$ cat src/rtl/alu_pkg.sv
// alu_pkg: opcodes, error codes, FSM states and signed operand limits for alu_accumulator
package alu_pkg;
  localparam logic [3:0] OP_ADD = 4'd0;
  localparam logic [3:0] OP_SUB = 4'd1;
  localparam logic [3:0] OP_MUL = 4'd2;
  localparam logic [3:0] OP_DIV = 4'd3;
  localparam logic [3:0] OP_MOD = 4'd4;
  localparam logic [3:0] OP_LOAD = 4'd8;
  localparam logic [3:0] OP_CLEAR = 4'd9;
  localparam logic [3:0] OP_NOP = 4'd15;
  localparam logic [1:0] ERR_OK = 2'b00;
  localparam logic [1:0] ERR_OVF = 2'b01;
  localparam logic [1:0] ERR_ALU = 2'b10;
  localparam logic [1:0] ERR_ILL = 2'b11;
  localparam int ALU_WIDTH = 16;
  localparam int SIGNED_MIN = -(1 << (ALU_WIDTH - 1));
  localparam int SIGNED_MAX = (1 << (ALU_WIDTH - 1)) - 1;
  typedef enum logic [1:0] {IDLE, EXEC, RESP} state_t;
endpackage

$ cat src/rtl/alu_accumulator.sv
// alu_accumulator: cmd handshake -> registered ALU drive -> settle -> capture into accumulator -> rsp handshake
module alu_accumulator
  import alu_pkg::*;
#(
  parameter int WIDTH = 16,
  parameter int RESULT_WIDTH = 32,
  parameter int SETTLE_CYCLES = 2
) (
  input  logic                    clk,
  input  logic                    rst,
  input  logic                    cmd_valid,
  output logic                    cmd_ready,
  input  logic [3:0]              cmd_op,
  input  logic [WIDTH-1:0]        cmd_operand,
  output logic [WIDTH-1:0]        alu_input1,
  output logic [WIDTH-1:0]        alu_input2,
  output logic [3:0]              alu_op_code,
  input  logic [RESULT_WIDTH-1:0] alu_output1,
  input  logic [1:0]              alu_err_code,
  output logic                    rsp_valid,
  input  logic                    rsp_ready,
  output logic [RESULT_WIDTH-1:0] rsp_acc,
  output logic [1:0]              rsp_err,
  output logic [1:0]              err_sticky
);
  localparam int CW = $clog2(SETTLE_CYCLES + 1);
  state_t r_state, w_next;
  logic [3:0] r_op;
  logic [WIDTH-1:0] r_in1, r_in2;
  logic [RESULT_WIDTH-1:0] r_acc;
  logic [CW-1:0] r_cnt;
  logic [1:0] r_err, r_sticky, w_local_err, w_cap_err;
  logic w_accept, w_is_alu, w_ovf, w_exec, w_capture;
  assign w_accept = r_state == IDLE && cmd_valid;
  assign w_is_alu = cmd_op <= OP_MOD;
  // acc fits the ALU operand width only if it equals the sign extension of its low WIDTH bits
  assign w_ovf = r_acc != {{(RESULT_WIDTH-WIDTH){r_acc[WIDTH-1]}}, r_acc[WIDTH-1:0]};
  assign w_exec = w_is_alu && !w_ovf;
  assign w_capture = r_state == EXEC && r_cnt == CW'(1);
  assign w_local_err = w_is_alu ? ERR_OVF :
                       (cmd_op == OP_LOAD || cmd_op == OP_CLEAR || cmd_op == OP_NOP) ? ERR_OK : ERR_ILL;
  assign w_cap_err = alu_err_code != 2'b00 ? ERR_ALU : ERR_OK;
  always_ff @(posedge clk)
    if (rst) r_state <= IDLE;
    else r_state <= w_next;
  always_comb begin
    w_next = r_state == IDLE ? (cmd_valid ? (w_exec ? EXEC : RESP) : IDLE) :
             r_state == EXEC ? (w_capture ? RESP : EXEC) :
             r_state == RESP ? (rsp_ready ? IDLE : RESP) : IDLE;
  end
  always_comb begin
    cmd_ready = r_state == IDLE;
    rsp_valid = r_state == RESP;
    alu_op_code = r_state == EXEC ? r_op : OP_NOP;
  end
  always_ff @(posedge clk)
    if (rst) begin
      r_op <= OP_NOP;
      r_in1 <= '0;
      r_in2 <= '0;
      r_acc <= '0;
      r_cnt <= '0;
      r_err <= ERR_OK;
      r_sticky <= ERR_OK;
    end else if (w_accept) begin
      r_op <= cmd_op;
      r_cnt <= CW'(SETTLE_CYCLES);
      if (w_exec) begin
        r_in1 <= r_acc[WIDTH-1:0];
        r_in2 <= cmd_operand;
      end else begin
        r_err <= w_local_err;
        r_sticky <= cmd_op == OP_CLEAR ? ERR_OK : r_sticky | w_local_err;
        r_acc <= cmd_op == OP_LOAD ? {{(RESULT_WIDTH-WIDTH){cmd_operand[WIDTH-1]}}, cmd_operand} :
                 cmd_op == OP_CLEAR ? '0 : r_acc;
      end
    end else if (r_state == EXEC) begin
      r_cnt <= r_cnt - CW'(1);
      if (w_capture) begin
        r_err <= w_cap_err;
        r_sticky <= r_sticky | w_cap_err;
        r_acc <= w_cap_err == ERR_OK ? alu_output1 : r_acc;
      end
    end
  assign alu_input1 = r_in1;
  assign alu_input2 = r_in2;
  assign rsp_acc = r_acc;
  assign rsp_err = r_err;
  assign err_sticky = r_sticky;
endmodule
$ cat config.mk
export PLATFORM = sky130hd
export DESIGN_NAME = alu_accumulator
export DESIGN_NICKNAME = d
export VERILOG_FILES = /design/src/rtl/alu_pkg.sv /design/src/rtl/alu_accumulator.sv
export SDC_FILE = /design/constraint.sdc
export NUM_CORES = 1
export LEC_CHECK = 0
export CORE_AREA = 4 4 79 81
export DETAILED_ROUTE_END_ITERATION = 16
export DIE_AREA = 0 0 83 85
export DONT_BUFFER_PORTS = 1
export PLACE_DENSITY_LB_ADDON = 0.25
export SLEW_MARGIN = 20
export SYNTH_ARGS = -nofsm -noshare
export SYNTH_HDL_FRONTEND = slang
export SYNTH_SLANG_ARGS = --single-unit
$ cat constraint.sdc
create_clock -name clk -period 2.23 [get_ports clk]
set_input_delay 0.223 -clock clk [delete_from_list [all_inputs] [get_ports clk]]
set_output_delay 0.223 -clock clk [all_outputs]
set_load 0.005 [all_outputs]
* Word-level counts from Yosys, hierarchy flattened
Index checks and enable logic that the tools add are counted.
Storage, ports and cells: bits of input ports 58, RAM bits 0, memories 0, memory bits (read-only) 0, logic and storage cells 67, bits in registers 76, latch bits 0
Operators by class: multiply operators 0, $add $sub $neg 1, muxes and demuxes 29, bitwise operators 2, shift operators 0, divide/modulo/power cells 0, magnitude comparators 1, reduce and logical (&&, ||, !) cells 16, equal/unequal tests 9
Operator list (count):
- $mux 32 | 7
- $mux 2 | 21
- $ne 16x16->1 | 1
- $eq 4x4->1 const B | 3
- $reduce_bool 2->1 | 4
- $reduce_and 5->1 | 1
- $eq 2x1->1 const B | 2
- $le 4x3->1 const B | 1
- $logic_not 2->1 | 2
- $mux 4 | 1
- $or 2x2->2 | 2
- $logic_and 1x1->1 | 3
- $ne 3x1->1 const B | 1
- $reduce_and 3->1 | 1
- $eq 2x2->1 const B | 1
- $logic_or 1x1->1 | 2
- $ne 2x2->1 const B | 1
- $reduce_and 2->1 | 1
- $reduce_or 2->1 | 1
- $sub 2x1->2 const B | 1
- $logic_not 1->1 | 1

* Depth between registers and ports, before layout
Gate-level depths: netlist of run 1.
depth after elaboration 9, mapped depth 7

* Worst setup path after synthesis of run 1
Ideal clock, no wire load.
kind register to register, start point register r_acc[21], in the netlist rsp_acc[21], end point register r_in1[7], in the netlist alu_input1[7], arrival time 1725 ps, clock period less this slack 1847 ps, stages on the path, launching flop included 8, setup time 122 ps, required time 2108 ps, path slack 383 ps, path buffers 2, path through dfxtp_1 -> nand4_1 -> or3_1 -> a221oi_4 -> and2_1 -> buf_2 -> buf_4 -> o21ai_0
Between the ends: word-level cells in the longest chain between the ends 4
Ends and longest elaborated chain:
- start, declared | line alu_accumulator.sv:30 | logic [RESULT_WIDTH-1:0] r_acc;
- start signal, assigned | line alu_accumulator.sv:74 | r_acc <= cmd_op == OP_LOAD ? {{(RESULT_WIDTH-WIDTH){cmd_operand[WIDTH-1]}}, cmd_operand} :
- start signal, assigned | line alu_accumulator.sv:82 | r_acc <= w_cap_err == ERR_OK ? alu_output1 : r_acc;
- $ne 16x16->1 | line alu_accumulator.sv:37 | assign w_ovf = r_acc != {{(RESULT_WIDTH-WIDTH){r_acc[WIDTH-1]}}, r_acc[WIDTH-1:0]};
- $logic_not 1->1 | line alu_accumulator.sv:38 | assign w_exec = w_is_alu && !w_ovf;
- $logic_and 1x1->1 | line alu_accumulator.sv:38
- $reduce_and 2->1 (no line)
- end signal, assigned | line alu_accumulator.sv:69 | r_in1 <= r_acc[WIDTH-1:0];
- end, declared | line alu_accumulator.sv:29 | logic [WIDTH-1:0] r_in1, r_in2;
No other way between the ends. A chain may end at the register's enable or synchronous reset.

* Worst setup path after layout of run 1
start point register r_acc[23], in the netlist rsp_acc[23], end point register r_in1[10], in the netlist alu_input1[10]
The elaborated chain is that of the path after synthesis.

==> summary.txt, run 1 <==
Run status
  • Status: complete, no violations

Global routing
  • Gr ovfl total: 0
  • Via count of the first global-routing pass: 2652
  • Largest net degree at the start of global routing: 48
  • Initial antenna violation count: 0
  • Total Routing Usage GR: about a quarter
  • Global-route wire length before repair: about 14 mm

Synthesis
  • Ranking of synthesized cells by area: dfxtp_1 (47%), a211oi_1 (7.7%), nand2_1 (7.2%)
  • Synth warnings: 0
  • Most common cell in the netlist: dfxtp_1
  • Mapped Area: between 3000 and 4000 um^2
  • Dominant synthesized flop cell: dfxtp_1
  • Leading area contributor after synthesis: dfxtp_1
  • Ys async rst share: 0%
  • Mean Syn Cell Area: 8.43 um^2
  • Sequential fraction of the synthesis area: 47.3%
  • Synth top area share: 47.3%
  • Cell variety after synth: 33
  • Yosys reg bits: 76
  • Synth top cells by count: dfxtp_1 (76), nand2_1 (62), nor2_1 (43)
  • Syn nets: 441
  • Post-synth EDFFs: 0
  • Synthesized instance count: 382

Die
  • Die X: 83 um
  • I/O Pins: 132
  • Core Region: 5470 um^2
  • Num rows: 27
  • Starting density of the core: between 50 and 60%
  • Die area: 7060 um^2
  • Die Span Y: 85 um

Setup path
  • Worst reg2reg startpoint: rsp_acc[23]$_SDFFE_PP0P_
  • Crit end category: flop
  • Path depth of the worst reg2reg path: 6
  • R2R Setup Slk: 0.33 ns
  • Setup CP Type: flop to flop
  • Slowest stage delay, CP: 0.42 ns
  • CP Launch Type: flop
  • Worst EP required: 2.47 ns
  • Critical Path, Cell by Cell: nand2_1, or3_1, a221oi_4, buf_12, a21oi_1, a31o_2
  • Arrival time at the worst endpoint: 2.14 ns
  • CP max FO: 35
  • RR Endpoint: alu_input1[10]$_SDFFE_PP0P_
  • CP max-delay cell: or3_1

STA
  • Setup TNS: 0 ns
  • Final hold viol count: 0
  • Fin crit share: 85.2%
  • Worst Skew: 0.00977 ns
  • Final worst-path setup slack: 0.329 ns
  • Unrepaired setup endpoints after global routing: no
  • Max-slew violations: 0
  • Actual slew at the worst max-slew pin: 0.758 ns
  • Final setup violation count: 0
  • Fin crit period: approximately 1.9 ns
  • Relative slew slack: 49.1%
  • Maximum clock rate: 526 MHz

Flow run
  • Max_cap viols: 0

Placement
  • DP HPWL: slightly below 6 mm
  • Placer Congestion: 0.783
  • Post-Place Worst Slack: 0.319 ns
  • # port buffers: 0

Clock tree
  • Hold_buf cts: 1
  • TritonCTS sink count: 76
  • Setup repair bufs after CTS: 0
  • H-tree levels: 3
  • Post_cts resized: 0
  • Root Buffer: clkbuf_8
  • Worst-Skew Late Latency: 0.34 ns
  • CTS tree: done
  • Worst-path clk slew: 0.08 ns
  • CTS Buffer Depth: 2
  • CTS Buf Count: 9

Routing
  • Via count: between 2000 and 3000
  • Post-route DRC: 0
  • DR pass1 iterations: 4
  • DR WL/cell: approximately 19 um
  • Remaining antenna violation count: 0
  • Drt initial violations: approximately 130
  • Total wire length: 8.60 mm
  • Vias/cell: 6.17

Final layout
  • Layout cells sized above 1: 8.27%
  • Area Overhead vs Synth: 7.31%
  • Nets: approximately 430
  • ANT cells: 0

Hold path
  • WHS Path Cells: 2
  • Hold Crit Class: input port to flop
  • Min-Delay Endpoint: r_op[3]$_SDFFE_PP1N_
  • HP Start: cmd_op[3]

Power
  • Power, Total: 2690 uW
  • Worst vdd ir: 0.000522 V
  • Leak pwr: 0.00123 uW
  • Power per cell area: 778 nW/um^2
cell usage in the layout (no fill, tap or decap), types with 2 or more instances in the layout:
cell / count
nor2b_1: 6
o21ai_0: 7
or3_1: 2
dfxtp_1: 76
a211oi_1: 33
clkbuf_1: 2
nand3_1: 8
o21a_1: 2
inv_1: 2
a22oi_1: 15
clkbuf_8: 10
a31o_1: 26
buf_4: 8
nand2b_1: 8
nand4_1: 5
and3_1: 2
nor2_1: 43
a31o_2: 4
buf_12: 3
a21oi_1: 33
nor4_1: 2
nor3_1: 3
nand2_1: 62
layer usage:
metal / up-vias / track usage (%) / routed length [um]
met3: 13 / 8.93 / 830
met2: 116 / 39.4 / 4150
met1: 1286 / 29.2 / 3440
met4: 0 / 8.77 / 182
li1: 1345 / - / -
met5: - / 0 / 0
power breakdown:
part / switching [uW] / internal, uW / total (uW)
Sequential: 52.0 / 1410 / 1470
Combinational: 212 / 119 / 331
Clock: 470 / 422 / 892
cell families (layout without fill, tap and decap cells):
kind of cell	count (synthesis)	count (layout)	share of synthesized area [%]
buffers and inverters	36	29	4.94
adder cells (fa/ha/maj)	1	1	0.389
AO/OA/AOI/OAI	126	126	28.2
flip-flops	76	76	47.3
AND/OR/NAND/NOR	143	143	19.2
final cells by class:
| cell class | count | area [um^2] |
|---|---|---|
| Fill cell | 495 | 2020 |
| Multi-Input combinational cell | 270 | 1540 |
| Sequential cell | 76 | 1520 |
| Clock buffer | 12 | 145 |
| Timing Repair Buffer | 12 | 130 |
| Tap cell | 72 | 90.1 |
| Clock inverter | 2 | 12.5 |
| Inverter | 3 | 11.3 |
state kept, by name, summed over array words and instances, names as in the netlist:
register,cells
rsp_acc,32
alu_input1,16
alu_input2,16
r_op,4
err_sticky,2
r_cnt,2
r_state,2
rsp_err,2
worst max path at each step:
stage | from | cells after the start | slack, ns | endpoint
after floorplan | rsp_acc[21]$_SDFFE_PP0P_ | 7 | 0.38 | alu_input1[7]$_SDFFE_PP0P_
final | rsp_acc[23]$_SDFFE_PP0P_ | 6 | 0.33 | alu_input1[10]$_SDFFE_PP0P_
after global routing | r_state[0]$_SDFF_PP0_ | 6 | 0.16 | rsp_acc[0]$_SDFFE_PP0P_
after global placement | r_state[0]$_SDFF_PP0_ | 5 | 0.37 | rsp_acc[19]$_SDFFE_PP0P_
after CTS | rsp_acc[23]$_SDFFE_PP0P_ | 6 | 0.31 | alu_input1[10]$_SDFFE_PP0P_
after detailed placement | rsp_acc[23]$_SDFFE_PP0P_ | 6 | 0.32 | alu_input1[10]$_SDFFE_PP0P_
stage by stage:
step                instances  utilization, %  instance area (um^2)  hold slack, ns
finish                    447            63.1                  3450          0.0160
global route              447            63.1                  3450         0.00447
CTS                       446            62.9                  3440         0.00500
detailed placement        431            59.7                  3270           0.302
global placement          431            59.7                  3270           0.299
floorplan                 382               -                  3220           0.347
worst max-delay path: cells and delay by family (launching register included):
| family | cells | cell delay (ns) |
|---|---|---|
| AOI/OAI and AO/OA | 3 | 0.64 |
| and+or+nand+nor | 2 | 0.50 |
| DFF | 1 | 0.41 |
| buffers and inverters | 1 | 0.24 |
No activity file was read; power rests on OpenSTA's default activity.
==> run 2, diff against run 1 <==
--- a/config.mk
+++ b/config.mk
@@ -9,7 +9,7 @@
 export DETAILED_ROUTE_END_ITERATION = 16
 export DIE_AREA = 0 0 83 85
 export DONT_BUFFER_PORTS = 1
-export PLACE_DENSITY_LB_ADDON = 0.25
+export PLACE_DENSITY = 0.74
 export SLEW_MARGIN = 20
 export SYNTH_ARGS = -nofsm -noshare
 export SYNTH_HDL_FRONTEND = slang
==> summary.txt, run 2 (synthesis results as in run 1) <==
STA
  • Fin crit share: 89.2% (+3.9 points)
  • Final setup violation count: 0 (unchanged)
  • Unrepaired setup endpoints after global routing: no
  • Final hold viol count: 0 (unchanged)
  • Setup TNS: 0 ns (unchanged)
  • Maximum clock rate: 503 MHz (-4.4%)
  • Actual slew at the worst max-slew pin: 0.785 ns (+0.0266 ns)
  • Worst Skew: 0.00472 ns (-0.00504 ns)
  • Relative slew slack: 47.4% (-1.8 points)
  • Max-slew violations: 0 (unchanged)
  • Fin crit period: 1.99 ns (+0.0877 ns)

Routing
  • Total wire length: 8.59 mm (-0.14%)
  • Vias/cell: 6.19 (+0.19%)
  • Post-route DRC: 0 (unchanged)
  • Remaining antenna violation count: 0 (unchanged)
  • Drt initial violations: 125 (-3.1%)
  • DR WL/cell: 18.8 um (-2.1%)
  • Via count: 2821 (+2.2%)
  • DR pass1 iterations: 5 (+1)

Setup path
  • Crit end category: flop
  • CP Launch Type: flop
  • CP max FO: 22 (-37%)
  • Worst EP required: 2.47 ns (about the same)
  • Crit path max-delay family: compound AO/OA/AOI/OAI gates
  • Critical Path, Cell by Cell: nand4_1, or3_1, a221oi_4, buf_4, a21oi_1, a31o_2
  • Setup CP Type: flop to flop
  • Slowest stage delay, CP: 0.41 ns (about the same)
  • CP max-delay cell: or3_1
  • WP buf/inv: 1 (unchanged)
  • Arrival time at the worst endpoint: 2.23 ns (+0.09 ns)

Power
  • Worst vdd ir: 0.000466 V (-11%)
  • Switching share of power: 26.7% (-0.56 points)
  • Pint: 2000 uW (+2.3%)
  • Clock share of power: 33.8% (+0.6 points)
  • Switching pwr: 730 uW (-0.54%)
  • Comb pwr share: 12.5% (+0.2 points)
  • Leak pwr: 0.00128 uW (+4.0%)
  • Seq pwr share: 53.7% (-0.8 points)
  • Power per cell area: 770 nW/um^2 (-1.0%)

Placement
  • DP HPWL: 5.98 mm (+0.75%)
  • # port buffers: 0 (unchanged)
  • Placer Congestion: 0.745 (-4.8%)

Die
  • Die X: 83 um (unchanged)
  • Core Region: 5470 um^2 (unchanged)
  • Num rows: 27 (unchanged)
  • Die Span Y: 85 um (unchanged)
  • I/O Pins: 132 (unchanged)
  • Die area: 7060 um^2 (unchanged)
  • Starting density of the core: 58.8% (unchanged)

Final layout
  • # fillers: 488 (-1.4%)
  • Layout cells sized above 1: 8.59% (+0.33 points)
  • Most common cell after layout, fill and taps aside: dfxtp_1
  • Commonest cells after routing, fill and taps aside: dfxtp_1 (76), nand2_1 (62), nor2_1 (43), a21oi_1 (33), a211oi_1 (33)
  • Nets: 439 (+1.9%)
  • Max reg flops: 32 (unchanged)
  • Area Overhead vs Synth: 10.1%
  • Fin util: 64.7% (+1.6 points)
  • ANT cells: 0 (unchanged)

Clock tree
  • CTS Buf Count: 9 (unchanged)
  • Post_cts resized: 0 (unchanged)
  • TritonCTS sink count: 76 (unchanged)
  • Worst-path clk slew: 0.07 ns (about the same)
  • CTS tree: done
  • CTS Buffer Depth: 2 (unchanged)
  • H-tree levels: 3 (unchanged)
  • Worst-Skew Late Latency: 0.34 ns (about the same)
  • Root Buffer: clkbuf_8

Global routing
  • Total Routing Usage GR: 24.3% (+0.16 points)
  • Gr ovfl total: 0 (unchanged)
  • Largest net degree at the start of global routing: 51 (+6.3%)
  • Initial antenna violation count: 0 (unchanged)
  • Via count of the first global-routing pass: 2635 (-0.64%)
  • Global-route wire length before repair: 13.7 mm (about the same)

Flow run
  • Max_cap viols: 0 (unchanged)

Run status
  • Status: complete, no violations

Hold path
  • Hold Crit Class: input port to flop
==> run 2: changes by cell type in the layout (fill, tap and decap cells not counted), sizes merged <==
cell / before / now
dlygate4sd3: 1 / 8
buf: 11 / 12
clkbuf: 12 / 13
clkinv: 1 / 2
clkinvlp: 1 / 0
==> run 2: power groups by stage <==
stage                     logic [uW]  registers (uW)  clock network (uW)
final                            341            1470                 923
after global routing             381            1470                1010
after CTS                        340            1470                 947
after detailed placement         316            1500                   0
after global placement           312            1490                   0
after floorplan                  251            1480                   0
==> run 2: metal layers <==
layer	track usage, %	vias up	wire (um)
li1	-	1365	-
met1	28.4	1315	3330
met2	37.8	124	4110
met3	9.71	17	862
met4	13.8	0	290
met5	0	-	0
==> run 2: timing repair <==
| action | CTS | global route |
|---|---|---|
| setup buffers | 0 | 0 |
| hold endpoints to repair | 42 | 2 |
| hold buffers | 7 | 2 |
| setup endpoints to repair | 0 | 0 |
==> run 2: layout make-up <==
cell class | instances | area, um^2 | share of cell area [%]
Inverter | 3 | 11.3 | 0.318
Tap cell | 72 | 90.1 | 2.54
Multi-Input combinational cell | 270 | 1540 | 43.6
Timing Repair Buffer | 20 | 208 | 5.86
Clock inverter | 2 | 10.0 | 0.282
Clock buffer | 13 | 159 | 4.48
Sequential cell | 76 | 1520 | 42.9
==> run 2: stage by stage <==
step                      setup WS, ns  power, uW  cells  hold WS [ns]  cell area [um^2]
final                            0.241       2730    456        0.0132              3540
after detailed placement         0.235       1810    432         0.301              3270
after global placement           0.288       1810    432         0.296              3270
after global routing             0.114       2860    456      0.000362              3540
after CTS                        0.228       2750    454      0.000364              3520
after floorplan                  0.383       1730    382         0.347              3220
==> run 2: path summary, 6_finish.rpt <==
check	slack (ns)	depth (start not counted)	from	endpoint
hold reg to reg	0.47	2	r_op[0]$_SDFFE_PP1N_	r_op[0]$_SDFFE_PP1N_
hold / removal	0.01	1	cmd_operand[7]	alu_input2[7]$_SDFFE_PP0P_
setup / recovery	0.24	6	rsp_acc[20]$_SDFFE_PP0P_	alu_input1[12]$_SDFFE_PP0P_
setup reg to reg	0.24	6	rsp_acc[20]$_SDFFE_PP0P_	alu_input1[12]$_SDFFE_PP0P_
==> run 3, diff against run 2 <==
--- a/config.mk
+++ b/config.mk
@@ -5,12 +5,13 @@
 export SDC_FILE = /design/constraint.sdc
 export NUM_CORES = 1
 export LEC_CHECK = 0
-export CORE_AREA = 4 4 79 81
+export CORE_AREA = 4 4 78 80
 export DETAILED_ROUTE_END_ITERATION = 16
-export DIE_AREA = 0 0 83 85
+export DIE_AREA = 0 0 82 84
 export DONT_BUFFER_PORTS = 1
-export PLACE_DENSITY = 0.74
+export PLACE_DENSITY = 0.75
 export SLEW_MARGIN = 20
 export SYNTH_ARGS = -nofsm -noshare
 export SYNTH_HDL_FRONTEND = slang
 export SYNTH_SLANG_ARGS = --single-unit
+export TNS_END_PERCENT = 5
==> summary.txt, run 3 (synthesis results as in run 1) <==
Routing
  • Via count: 2858 (+1.3%)
  • Vias/cell: 6.13 (-0.86%)
  • DR WL/cell: 18.6 um (-1.5%)
  • Post-route DRC: 0 (unchanged)
  • Remaining antenna violation count: 0 (unchanged)
  • Drt initial violations: 111 (-11%)
  • DR pass1 iterations: 4 (-1)
  • Total wire length: 8.65 mm (+0.64%)

STA
  • Final setup violation count: 0 (unchanged)
  • Relative slew slack: 50.0% (+2.6 points)
  • Setup TNS: 0 ns (unchanged)
  • Maximum clock rate: 503 MHz (about the same)
  • Fin crit period: 1.99 ns (-0.00114 ns)
  • Worst Skew: 0.0106 ns (+0.00592 ns)
  • Final hold viol count: 0 (unchanged)
  • Fin crit share: 89.1% (about the same)
  • Final worst-path setup slack: 0.243 ns (+0.00114 ns)
  • Actual slew at the worst max-slew pin: 0.746 ns (-0.0388 ns)
  • Max-slew violations: 0 (unchanged)
  • Unrepaired setup endpoints after global routing: no

Global routing
  • Via count of the first global-routing pass: 2656 (+0.80%)
  • Gr ovfl total: 0 (unchanged)
  • Global-route wire length before repair: 13.4 mm (-1.6%)
  • Initial antenna violation count: 0 (unchanged)
  • GRT met2 Usage: 39.0% (+1.2 points)
  • Largest net degree at the start of global routing: 48 (-5.9%)
  • Total Routing Usage GR: 25.4% (+1.1 points)
  • Met1 GRT Util: 30.8% (+2.4 points)
  • Met3 GRT Util: 12.2% (+2.5 points)
  • GRT busiest layer: met2

Die
  • I/O Pins: 132 (unchanged)
  • Die Span Y: 84 um (-1.2%)
  • Starting density of the core: 59.6% (+0.74 points)
  • Core Region: 5410 um^2 (-1.2%)
  • Num rows: 27 (unchanged)
  • Die area: 6890 um^2 (-2.4%)
  • Die X: 82 um (-1.2%)

Placement
  • Post-Place Worst Slack: 0.233 ns (-0.00121 ns)
  • DP HPWL: 5.94 mm (-0.76%)
  • # port buffers: 0 (unchanged)
  • Placer Congestion: 0.772 (+3.5%)

Flow run
  • Max_cap viols: 0 (unchanged)

Power
  • Seq pwr share: 50.6% (-3.1 points)
  • Leak pwr: 0.00132 uW (+3.7%)
  • Pint: 2130 uW (+6.4%)
  • Clock share of power: 37.2% (+3.4 points)
  • Worst vdd ir: 0.000489 V (+4.9%)
  • Comb pwr share: 12.1% (-0.4 points)
  • Switching pwr: 768 uW (+5.2%)
  • Switching share of power: 26.5% (-0.21 points)
  • Power per cell area: 789 nW/um^2 (+2.5%)

Final layout
  • Area of the multi-input gates: 1540 um^2 (unchanged)
  • ANT cells: 0 (unchanged)
  • Area Overhead vs Synth: 13.9%
  • Max reg flops: 32 (unchanged)
  • Most common cell after layout, fill and taps aside: dfxtp_1
  • Layout cells sized above 1: 8.88% (+0.29 points)
  • Commonest cells after routing, fill and taps aside: dfxtp_1 (76), nand2_1 (62), nor2_1 (43), a21oi_1 (33), a211oi_1 (33)
  • Storage cell area: 1520 um^2 (unchanged)
  • Nets: 448 (+2.1%)
  • # fillers: 432 (-11%)

Setup path
  • Setup CP Type: flop to flop
  • CP max FO: 24 (+9.1%)
  • Crit end category: flop
  • Worst EP required: 2.47 ns (about the same)
  • CP Launch Type: flop
  • Arrival time at the worst endpoint: 2.23 ns (about the same)

Clock tree
  • CTS Buf Count: 9 (unchanged)
  • TritonCTS sink count: 76 (unchanged)
  • Worst-Skew Late Latency: 0.35 ns (about the same)
  • Setup repair bufs after CTS: 0 (unchanged)
  • CTS tree: done
  • CTS Buffer Depth: 2 (unchanged)
  • H-tree levels: 3 (unchanged)
  • Root Buffer: clkbuf_8
  • Worst-path clk slew: 0.08 ns (about the same)

Run status
  • Status: complete, no violations

Hold path
  • Hold Crit Class: input port to flop
run 3: through the flow:
stage          hold WS (ns)  instance area, um^2  power (uW)  instances  utilization (%)
6_report            0.00366                 3670        2890        466             67.8
3_5_place_dp          0.301                 3270        1810        432             60.6
3_3_place_gp          0.299                 3270        1800        432             60.6
4_1_cts           0.0000882                 3620        2900        461             66.9
5_1_grt            0.000203                 3670        3020        466             67.8
2_1_floorplan         0.347                 3220        1730        382                -
run 3: layer usage:
| metal | wire [um] | vias up |
|---|---|---|
| met5 | 0 | - |
| met4 | 134 | 0 |
| met3 | 1040 | 15 |
| met2 | 4110 | 152 |
| met1 | 3370 | 1309 |
| li1 | - | 1382 |
run 3: area by class of cell:
cell class | instances | share of cell area, %
multi-input cells | 270 | 42.1
clock inverters | 4 | 1.30
repair buffers | 29 | 8.12
inverters | 3 | 0.307
flip-flops and latches | 76 | 41.5
well taps | 72 | 2.46
clock buffers | 12 | 4.23
run 3: critical path, stage by stage (launching register included):
cell and delay (ns):
dfxtp_1 0.41, nand4_1 0.11, or3_1 0.40, a221oi_4 0.31, buf_4 0.32, a21oi_1 0.11
a31o_2 0.23
run 3: path summary, 6_finish.rpt:
check             slack, ns  cells after the start                          end                     start
setup / recovery       0.24                      6  alu_input1[11]$_SDFFE_PP0P_  rsp_acc[21]$_SDFFE_PP0P_
setup reg to reg       0.24                      6  alu_input1[11]$_SDFFE_PP0P_  rsp_acc[21]$_SDFFE_PP0P_
hold reg to reg        0.47                      2         r_op[0]$_SDFFE_PP1N_      r_op[0]$_SDFFE_PP1N_
hold / removal        0.004                      2         r_op[0]$_SDFFE_PP1N_                 cmd_op[0]
run 3: power groups by stage:
stage	Combinational, uW	Clock, uW	Sequential, uW
finish	351	1080	1470
detailed placement	312	0	1500
CTS	344	1090	1470
global placement	305	0	1500
global route	392	1160	1470
floorplan	251	0	1480
run 3: what timing repair did:
action / 4_1_cts / 5_1_grt
gates resized for setup: 0 / 0
hold buffers: 13 / 5
endpoints found under the setup margin: 0 / 0
hold endpoints to repair: 48 / 5
